==> src/rtl/wb_select_stage.sv <==
// Registered writeback-select stage: picks register-file write data from NSRC
// source buses, registers it with rd/we, handles stall/flush, flags bad selects.
module wb_select_stage #(
   parameter int WIDTH      = 32,
   parameter int NSRC       = 3,
   parameter int SEL_ONEHOT = 0,
   parameter int SELW       = 2,
   parameter int RADDR      = 5,
   parameter int ZERO_GUARD = 1,
   parameter int ERRW       = 8
) (
   input  logic                  clk,
   input  logic                  reset,
   input  logic [NSRC*WIDTH-1:0] src_data,
   input  logic                  in_valid,
   input  logic [SELW-1:0]       in_sel,
   input  logic [RADDR-1:0]      in_rd,
   input  logic                  in_regwrite,
   input  logic                  stall,
   input  logic                  flush,
   input  logic [RADDR-1:0]      fwd_rs,
   output logic                  out_valid,
   output logic [WIDTH-1:0]      wb_data,
   output logic [RADDR-1:0]      wb_rd,
   output logic                  wb_we,
   output logic                  fwd_hit,
   output logic                  sel_err,
   output logic [ERRW-1:0]       err_count
);

   logic [NSRC-1:0]  sel_match;
   logic             sel_legal;
   logic [WIDTH-1:0] sel_data;
   logic             rd_guarded;

   logic             valid_q,   valid_d;
   logic [WIDTH-1:0] data_q,    data_d;
   logic [RADDR-1:0] rd_q,      rd_d;
   logic             we_q,      we_d;
   logic             sel_err_q, sel_err_d;
   logic [ERRW-1:0]  err_cnt_q, err_cnt_d;

   // Each source has its own match term; an all-zero one-hot select is the
   // legacy "normal" encoding and maps onto source 0.
   always_comb begin
      sel_match = '0;
      sel_legal = 1'b0;
      sel_data  = '0;
      for (int k = 0; k < NSRC; k++) begin
         if (SEL_ONEHOT != 0)
            sel_match[k] = (in_sel == (SELW'(1) << k)) || ((k == 0) && (in_sel == '0));
         else
            sel_match[k] = (in_sel == SELW'(k));
         if (sel_match[k]) begin
            sel_legal = 1'b1;
            sel_data  = src_data[k*WIDTH +: WIDTH];
         end
      end
   end

   assign rd_guarded = (ZERO_GUARD != 0) && (in_rd == '0);

   // NOTE: every next-state signal gets a default at the top of the block so
   // that no path through the if/else chain leaves it unassigned (no latches).
   always_comb begin
      valid_d   = valid_q;
      data_d    = data_q;
      rd_d      = rd_q;
      we_d      = we_q;
      sel_err_d = 1'b0;
      err_cnt_d = err_cnt_q;
      if (flush) begin
         valid_d = 1'b0;
         we_d    = 1'b0;
      end else if (!stall) begin
         valid_d = in_valid;
         rd_d    = in_rd;
         if (sel_legal) begin
            data_d = sel_data;
            we_d   = in_valid & in_regwrite & ~rd_guarded;
         end else begin
            we_d = 1'b0;
            if (in_valid) begin
               sel_err_d = 1'b1;
               if (err_cnt_q != '1)
                  err_cnt_d = err_cnt_q + 1'b1;
            end
         end
      end
   end

   // NOTE: sequential state uses non-blocking assignments so every register
   // samples its pre-edge value regardless of statement order.
   always_ff @(posedge clk) begin
      if (reset) begin
         valid_q   <= 1'b0;
         data_q    <= '0;
         rd_q      <= '0;
         we_q      <= 1'b0;
         sel_err_q <= 1'b0;
         err_cnt_q <= '0;
      end else begin
         valid_q   <= valid_d;
         data_q    <= data_d;
         rd_q      <= rd_d;
         we_q      <= we_d;
         sel_err_q <= sel_err_d;
         err_cnt_q <= err_cnt_d;
      end
   end

   assign out_valid = valid_q;
   assign wb_data   = data_q;
   assign wb_rd     = rd_q;
   assign wb_we     = we_q;
   assign sel_err   = sel_err_q;
   assign err_count = err_cnt_q;
   assign fwd_hit   = valid_q & we_q & (rd_q == fwd_rs) & ~((ZERO_GUARD != 0) && (fwd_rs == '0));

endmodule

==> config.mk <==
export PLATFORM = sky130hd
export DESIGN_NAME = wb_select_stage
export DESIGN_NICKNAME = d
export VERILOG_FILES = /design/src/rtl/wb_select_stage.sv
export SDC_FILE = /design/constraint.sdc
export NUM_CORES = 1
export LEC_CHECK = 0
export BUFFER_PORTS_ARGS = -buffer_cell sky130_fd_sc_hd__buf_4
export CAP_MARGIN = 20
export CORE_UTILIZATION = 30
export DETAILED_ROUTE_END_ITERATION = 10
export HOLD_SLACK_MARGIN = 0.15
export REMOVE_ABC_BUFFERS = 1
export SKIP_LAST_GASP = 1
export SYNTH_ARGS = -nofsm -noshare
export SYNTH_HDL_FRONTEND = slang
export SYNTH_SLANG_ARGS = --single-unit
==> constraint.sdc <==
create_clock -name clk -period 3 [get_ports clk]
set_input_delay 0.15 -clock clk [delete_from_list [all_inputs] [get_ports clk]]
set_output_delay 0.15 -clock clk [all_outputs]
set_load 0.05 [all_outputs]
## Yosys cells after proc, flatten, opt, wreduce, memory -nomap -nowiden

Index checks and enable logic that the tools add are counted.

| cells by class | value |
|---|---|
| add/sub/neg operators | 1 |
| bitwise gates (word level) | 10 |
| reduce and logical (&&, ||, !) cells | 8 |
| shifts and indexed selects | 0 |
| $lt $le $gt $ge | 0 |
| divide/modulo/power cells | 0 |
| mux-type cells | 8 |
| multipliers | 0 |
| equality and inequality tests | 4 |

Operators with widths:

| kind | number |
|---|---|
| $mux 32 | 3 |
| $logic_not 5->1 | 2 |
| $add 8x1->8 const B | 1 |
| $ne 8x8->1 const B | 1 |
| $and 1x1->1 | 5 |
| $eq 5x5->1 | 1 |
| $mux 1 | 5 |
| $not 1->1 | 5 |
| $reduce_and 5->1 | 1 |
| $reduce_or 4->1 | 1 |
| $reduce_and 3->1 | 1 |
| $eq 2x1->1 const B | 1 |
| $eq 2x2->1 const B | 1 |
| $logic_not 2->1 | 1 |
| $reduce_and 2->1 | 1 |
| $reduce_or 2->1 | 1 |

| word-level totals | value |
|---|---|
| memories kept | 0 |
| bits in writable memories | 0 |
| flip-flop bits (word level) | 48 |
| word-level logic and storage cells | 37 |
| input port bits | 114 |
| bits in latches | 0 |
| memory bits (read-only) | 0 |
| output and inout port bits | 49 |

## Longest topological paths before layout

Gate-level depths: netlist of the first run.

| logic depth | value |
|---|---|
| depth after elaboration | 6 |
| depth in mapped cells | 7 |
| depth with buffers taken out | 5 |

## Worst setup path after synthesis of the first run

OpenSTA, ideal clock, no wires.

| path | value |
|---|---|
| path kind | flip-flop to output port |
| from | register rd_q[1], in the netlist wb_rd[1] |
| to | output fwd_hit |
| stages on the path, launching flop included | 4 |
| arrival | 2155 ps |
| setup slack | 695 ps |
| data required time | 2850 ps |
| path buffers | 0 |
| path through | dfxtp_1 xnor2_1 o2111ai_1 nor3b_1 |

| between the ends | value |
|---|---|
| word-level cells in the longest chain between the ends | 3 |

Ends and longest elaborated chain:

| what | line | text |
|---|---|---|
| from (decl) | 38 | `logic [RADDR-1:0] rd_q, rd_d;` |
| from (signal assigned) | 105 | `rd_q <= rd_d;` |
| $eq 5x5->1 | 118 | `assign fwd_hit = valid_q & we_q & (rd_q == fwd_rs) & ~((ZERO_GUARD != 0) && (fwd_rs == '0));` |
| $and 1x1->1 (2 in series) | 118 |  |
| to (decl) | 26 | `output logic fwd_hit,` |

No other way between the ends.

## Worst setup path after layout of the first run

| path | value |
|---|---|
| from | input flush |
| to | register data_q[7], in the netlist wb_data[7] |

| between the ends | value |
|---|---|
| word-level cells in the longest chain between the ends | 2 |

Ends and longest elaborated chain:

| what | line | text |
|---|---|---|
| from (decl) | 20 | `input logic flush,` |
| $not 1->1 (no line) | -- |  |
| $reduce_and 3->1 (no line) | -- |  |
| to (signal assigned) | 104 | `data_q <= data_d;` |
| to (decl) | 37 | `logic [WIDTH-1:0] data_q, data_d;` |

No other way between the ends.
A chain may end at the register's enable or synchronous reset.

==> key figures, run 1 <==
Status
  • Status: finished, final reports clean

Critical path
  • Worst-path maximum fanout: 25
  • WP buf/inv: 3
  • Crit path kind: input pin to flop
  • Slowest CP cell: dlygate4sd3_1
  • Worst path max stage delay: ~530 ps
  • CP Launch Type: input pin
  • Setup crit end kind: flop
  • Crit path max-delay family: buffers and inverters
  • Crit-path cells: dlygate4sd3_1 -> buf_4 -> nor2_1 -> and2_2 -> buf_4 -> nor2_1 -> a211oi_1
  • Critical Path RT: 3210 ps
  • Arrival @ worst endpoint: 2300 ps

Die
  • Starting Density: 0.318
  • Die width: just over 90 um
  • Row cnt: 32
  • Num ports: between 150 and 200
  • Die ar.: around 8700 um^2
  • Vert. Die Dim: just over 90 um
  • Total core area: around 7900 um^2

Global route
  • GRT Total Usage: 0.175
  • Vias in the first global route: about 2700
  • First-pass GRT wire length: 12200 um
  • Maximum number of pins on one net before global-route repair: slightly above 50
  • Initial antenna violation count: 0
  • Global route total overflow: 0

Power and ir drop
  • Leak Pwr: between 1.5 and 2 nW
  • Pwr/cell area: roughly 420 nW/um^2
  • Total Power: 1.65 mW
  • Peak supply drop: approximately 200 uV

CTS
  • Reg clk slew, reported paths: 100 ps
  • CTS tree: done
  • Post_cts resized: 0
  • Clock sinks: 48
  • Worst skew pair latency: approximately 300 ps
  • Clk root buf: clkbuf_8
  • # H-tree levels: 2
  • Total CTS buffers: 5
  • Clk buf depth: 2

Logic synthesis
  • Avg Inst Size Synth: around 8 um^2
  • YS warnings: 0
  • Library cells used by synthesis: 34
  • Syn Std Cell Area: ~2500 um^2
  • Synth Instances: 308
  • Sequential fraction of the synthesis area: 0.384
  • #FFs+latches synth: 48

Finish
  • Layout cell share with drive strength beyond 1: 0.389
  • Commonest cells after routing, fill and taps aside: 165 x buf_4, 70 x nor2_1, 48 x dfxtp_1
  • Area Overhead vs Synth: 58.2%
  • Fillers: about 800
  • Ant diodes: 0
  • Nets: slightly below 600
  • Commonest non-fill, non-tap cell in the layout: buf_4

STA
  • Worst slew margin: 0.578
  • Final setup TNS: 0 ps
  • Final Hold Violating Endpoints: 0
  • Clock Skew: 1.23 ps
  • Final setup vio count: 0
  • Final min period: ~2100 ps
  • Max-slew violations: 0
  • Slew @ Worst Pin: ~630 ps
  • Tcrit/Tclk final: 0.697
  • Achievable Freq: 0.478 GHz
  • RSZ-0062 raised after global routing: no

Detailed routing
  • Antenna violation net count after detailed routing: 0
  • DRC violations left: 0
  • Initial drt markers: 33
  • Wire length per cell: ~13 um
  • Pre-antenna DRT Iters: 4
  • Routed WL: 7510 um
  • Vias/cell: 4.84
  • Via count: approximately 2700

Min path
  • Hold Crit Class: input pin to flop

Place
  • Placer Congestion: slightly above 0.7
  • IO buf count: roughly 160
  • DP HPWL: about 5600 um

Run
  • # Max-Cap Violations: 0
==> registers in the layout, summed over array words and instances, names as in the netlist <==
| signal | cells |
|---|---|
| wb_data | 32 |
| err_count | 8 |
| wb_rd | 5 |
| out_valid | 1 |
| sel_err | 1 |
| wb_we | 1 |
==> cells in the mapped netlist <==
master / instances / share of area
or3_1: 1 / 0.0025
buf_2: 8 / 0.016
a31o_2: 2 / 0.0070
buf_1: 4 / 0.0060
o21ai_0: 6 / 0.012
and4_1: 2 / 0.0070
buf_4: 1 / 0.0030
or4_1: 2 / 0.0060
ha_1: 1 / 0.0050
nor4b_1: 1 / 0.0035
o2111ai_1: 2 / 0.0070
and2_1: 1 / 0.0025
a21oi_1: 42 / 0.084
nor2_1: 70 / 0.10
and2b_2: 1 / 0.0035
nand3_1: 3 / 0.0060
nor3b_1: 1 / 0.0030
nand4b_4: 1 / 0.0095
nand2b_1: 1 / 0.0025
nand4_1: 1 / 0.0025
inv_1: 2 / 0.0030
mux2i_1: 33 / 0.13
buf_6: 1 / 0.0045
a211oi_1: 34 / 0.10
nor4_1: 1 / 0.0025
nor2b_1: 2 / 0.0050
mux2_2: 1 / 0.0045
clkbuf_1: 12 / 0.018
dfxtp_1: 48 / 0.38
xnor2_1: 6 / 0.021
nor3_1: 4 / 0.0080
o31ai_1: 1 / 0.0030
and3_1: 2 / 0.0050
nand2_1: 10 / 0.015
==> report_power, final <==
part,switching (mW),internal (mW),leakage [nW],total (mW)
combinational,0.250,0.207,1.34,0.456
sequential,0.0185,0.669,0.393,0.687
clock,0.216,0.294,0.0645,0.510
total,0.484,1.17,1.80,1.65
==> worst register-to-register path, stage by stage (launching register included) <==
cell and delay [ps]:
dfxtp_1 350, ha_1 270, and3_1 210, a211oi_1 570, a21oi_1 140, a31o_2 230
==> logic make-up (layout without fill, tap and decap cells) <==
family,Yosys count,after routing,synth area share
AND/OR/NAND/NOR,104,104,0.189
AO/OA/AOI/OAI,87,87,0.215
flip-flops,48,48,0.384
adder cells (fa/ha/maj),1,1,0.00499
multiplexers,34,34,0.136
XOR/XNOR,6,6,0.0210
buffers and inverters,28,183,0.0504
==> per-stage QoR <==
step / hold WS, ps / setup WS (ps) / instances / utilization / instance area [um^2]
6_report: 170 / 910 / 565 / 0.502 / 3960
5_1_grt: 159 / 714 / 565 / 0.502 / 3960
4_1_cts: 157 / 912 / 565 / 0.502 / 3960
3_5_place_dp: 416 / 1070 / 549 / 0.476 / 3760
3_3_place_gp: 409 / 1130 / 549 / 0.476 / 3760
2_1_floorplan: 219 / 695 / 282 / - / 2390
==> final cells by class <==
class / count / area [um^2] / area share
clock inverter: 1 / 30.0 / 0.00758
inverter: 2 / 7.51 / 0.00189
multi-input combinational: 232 / 1420 / 0.359
sequential: 48 / 961 / 0.243
timing repair buffer: 173 / 1320 / 0.333
tap: 102 / 128 / 0.0322
clock buffer: 7 / 96.3 / 0.0243
==> repair_timing <==
item	in CTS	in global routing
endpoints found under the hold margin	8	0
setup buffers	0	0
hold buffers	8	0
==> final timing paths <==
path                                                start                   endpoint  slack (ps)  cells past startpoint
worst max-delay path                                flush    wb_data[7]$_SDFFE_PP0P_         910                      7
worst min-delay path                                stall         wb_we$_SDFFE_PP0N_         170                      3
worst max register to register  err_count[0]$_SDFFE_PP0P_  err_count[2]$_SDFFE_PP0P_        1140                      5
worst min register to register   wb_data[14]$_SDFFE_PP0P_   wb_data[14]$_SDFFE_PP0P_         500                      2
==> layer usage <==
| layer | wire length, um | vias to the layer above | global-route usage |
|---|---|---|---|
| met1 | 3130 | 1216 | 0.207 |
| met4 | 81 | 0 | 0.0359 |
| met3 | 617 | 9 | 0.0455 |
| met5 | 0 | - | 0 |
| li1 | - | 1410 | - |
| met2 | 3690 | 102 | 0.315 |
(Power assumes the default switching activity.)
==> inputs of run 2 (changes only) <==
--- a/config.mk
+++ b/config.mk
@@ -5,6 +5,7 @@
 export SDC_FILE = /design/constraint.sdc
 export NUM_CORES = 1
 export LEC_CHECK = 0
+export ABC_AREA = 1
 export BUFFER_PORTS_ARGS = -buffer_cell sky130_fd_sc_hd__buf_4
 export CAP_MARGIN = 20
 export CORE_UTILIZATION = 30
==> constraint.sdc (replaced) <==
create_clock -name clk -period 2 [get_ports clk]
set_input_delay 0.1 -clock clk [delete_from_list [all_inputs] [get_ports clk]]
set_output_delay 0.1 -clock clk [all_outputs]
set_load 0.05 [all_outputs]
==> run 2 against run 1 <==
Effect of this change: utilization grew 11 points; non-clock buffer count grew 73; worst hold slack lost 11 ps; combinational power grew 69%; first-iteration DRC count grew to 3.8 times the previous value; total power grew 46%; clock-buffer cell count shrank 1; clock skew is essentially flat.
==> key figures, run 2 <==
Logic synthesis
  • Post-synth EDFFs: 0 (unchanged)
  • Library cells used by synthesis: 21 (-38%)
  • Top cells by area, synth: dfxtp_1 41%, nand2_1 14%, a31oi_1 8.8%
  • #FFs+latches synth: 48 (unchanged)
  • Top FF cell, synth: dfxtp_1
  • Fraction of registers with async set/reset: 0 (unchanged)
  • Avg Inst Size Synth: 6.86 um^2 (-16%)
  • Synth Instances: 342 (+11%)
  • YS warnings: 0 (unchanged)
  • Post-synth top area share: 0.410 (+0.0260)
  • Most frequent cell after synthesis: nand2_1
  • Sequential fraction of the synthesis area: 0.410 (+0.0260)
  • Post-synth top cells: 90 x nand2_1, 48 x dfxtp_1, 41 x a21oi_1
  • Area leader, netlist: dfxtp_1
  • Syn Std Cell Area: 2350 um^2 (-6.3%)

Global route
  • First-pass GRT wire length: 15500 um (+27%)
  • Vias in the first global route: 3403 (+27%)
  • Global route total overflow: 0 (unchanged)
  • GRT Total Usage: 0.232 (+0.0575)
  • Initial antenna violation count: 0 (unchanged)
  • Maximum number of pins on one net before global-route repair: 33 (-35%)

STA
  • Final Hold Violating Endpoints: 0 (unchanged)
  • Achievable Freq: 0.565 GHz
  • Final setup TNS: 0 ps (unchanged)
  • RSZ-0062 raised after global routing: no
  • Tcrit/Tclk final: 0.885
  • Clock Skew: 1.48 ps (+0.250 ps)
  • Final setup vio count: 0 (unchanged)
  • Worst slew margin: 0.633 (+0.0541)
  • Max-slew violations: 0 (unchanged)
  • Slew @ Worst Pin: 550 ps (-78.2 ps)
  • Final min period: 1770 ps

Detailed routing
  • Met1 WL: 3950 um (+26%)
  • Initial drt markers: 124 (+280%)
  • Via count: 3310 (+21%)
  • Met3 wire len: 771 um (+25%)
  • Met2 routed WL: 4590 um (+24%)
  • Antenna violation net count after detailed routing: 0 (unchanged)
  • Vias/cell: 4.90 (+1.1%)
  • DRC violations left: 0 (unchanged)
  • Wire length per cell: 13.9 um (+4.8%)
  • Pre-antenna DRT Iters: 4 (unchanged)
  • Max layer used: met4
  • Routed WL: 9420 um (+25%)

Critical path
  • Arrival @ worst endpoint: 2020 ps (-280 ps)
  • Critical Path RT: 2250 ps (-960 ps)
  • Worst path max stage delay: 560 ps (+30 ps)
  • Setup crit end kind: flop
  • CP Launch Type: input pin
  • Worst-path maximum fanout: 25 (unchanged)
  • Crit-path cells: dlygate4sd3_1 -> buf_4 -> inv_1 -> buf_4 -> o21ai_0 -> a31oi_1 -> dlygate4sd3_1
  • Slowest CP cell: dlygate4sd3_1
  • Crit path kind: input pin to flop

CTS
  • Clock sinks: 48 (unchanged)
  • # hold bufs at CTS: 76 (+68)
  • Post_cts resized: 0 (unchanged)
  • Total CTS buffers: 5 (unchanged)
  • Worst skew pair latency: 300 ps (about the same)
  • Clk buf depth: 2 (unchanged)
  • CTS tree: done
  • Reg clk slew, reported paths: 90 ps (about the same)
  • # H-tree levels: 2 (unchanged)
  • Post-CTS setup buffer count: 0 (unchanged)
  • Clk root buf: clkbuf_8

Finish
  • Commonest non-fill, non-tap cell in the layout: buf_4
  • Nets: 691 (+20%)
  • Area Overhead vs Synth: 92.3%
  • Ant diodes: 0 (unchanged)
  • Final Cell Area: 4510 um^2 (+14%)
  • Layout cell share with drive strength beyond 1: 0.326 (-0.0629)
  • Max reg flops: 32 (unchanged)
  • Commonest cells after routing, fill and taps aside: 170 x buf_4, 90 x nand2_1, 76 x dlygate4sd3_1

Place
  • DP HPWL: 5990 um (+6.9%)
  • Placer Congestion: 0.792 (+10%)
  • Placed cell areas: 3660 um^2 (-2.6%)
  • IO buf count: 162 (unchanged)

Die
  • Die ar.: 8180 um^2 (-6.2%)
  • Vert. Die Dim: 90.4 um (-3.2%)
  • Row cnt: 31 (-3.1%)
  • Total core area: 7410 um^2 (-6.1%)
  • Num ports: 163 (unchanged)
  • Die width: 90.4 um (-3.2%)
  • Starting Density: 0.317 (-0.000907)

Min path
  • Hold Crit Class: input pin to flop

Status
  • Status: finished, final reports clean

Power and ir drop
  • Net switching power: 0.761 mW (+57%)
  • Sw Ratio: 0.315 (+0.0224)
  • Total Power: 2.41 mW (+46%)
  • Sequential power share: 0.429 (+0.013)
  • Peak supply drop: 285 uV (+42%)
  • Leak Pwr: 2.14 nW (+19%)
  • Combinational share of power: 0.319 (+0.043)
  • Pint: 1.65 mW (+41%)
  • Clock share of power: 0.252 (-0.057)
  • Pwr/cell area: 535 nW/um^2 (+28%)

Run
  • # Max-Cap Violations: 0 (unchanged)
[run 2: path summary, 6_finish.rpt]
kind	startpoint	endpoint	slack [ps]	cells past startpoint
min	flush	wb_rd[1]$_SDFFE_PP0P_	160	4
min reg2reg	wb_rd[3]$_SDFFE_PP0P_	wb_rd[3]$_SDFFE_PP0P_	510	2
max	reset	wb_data[14]$_SDFFE_PP0P_	230	7
max reg2reg	err_count[0]$_SDFFE_PP0P_	err_count[0]$_SDFFE_PP0P_	490	8
[run 2: kinds of logic (layout without fill, tap and decap cells)]
logic type      count (synthesis)  count (layout)  share of synthesized area
simple gates                  135             135                      0.234
fa+ha+maj                       1               1                    0.00533
buf+inv                        38             273                     0.0688
flops                          48              48                      0.410
compound gates                115             115                      0.263
xor+xnor                        5               5                     0.0187
[run 2: through the flow]
step / util / hold WS (ps) / instances / setup WS [ps]
after floorplan: - / 169 / 323 / 176
after global placement: 0.494 / 326 / 592 / 591
after detailed placement: 0.494 / 325 / 592 / 512
after CTS: 0.609 / 160 / 676 / 257
after global routing: 0.609 / 176 / 676 / 74.1
final: 0.609 / 159 / 676 / 229
[run 2: per-layer routing]
layer,track usage,up-vias
met5,0,-
met4,0.0538,0
met3,0.0715,9
met2,0.422,143
met1,0.263,1527
li1,-,1631
[run 2: final cells by class]
cell class | instances | area (um^2)
clock buffers | 6 | 82.6
clock inverters | 2 | 10.0
fillers | 681 | 2900
inverters | 19 | 71.3
multi-input cells | 256 | 1230
flip-flops and latches | 48 | 961
well taps | 99 | 124
repair buffers | 246 | 2040
[run 2: power groups by stage]
stage	Clock [mW]	Sequential, mW	Combinational (mW)
6_report	0.608	1.04	0.770
5_1_grt	0.662	1.04	0.823
4_1_cts	0.624	1.04	0.761
3_5_place_dp	0	1.06	0.638
3_3_place_gp	0	1.06	0.638
2_1_floorplan	0	1.23	0.145
[run 2: worst max-delay path: cells and delay by family]
kind | cells | cell delay [ps]
compound gates | 2 | 330
buf+inv | 5 | 1580
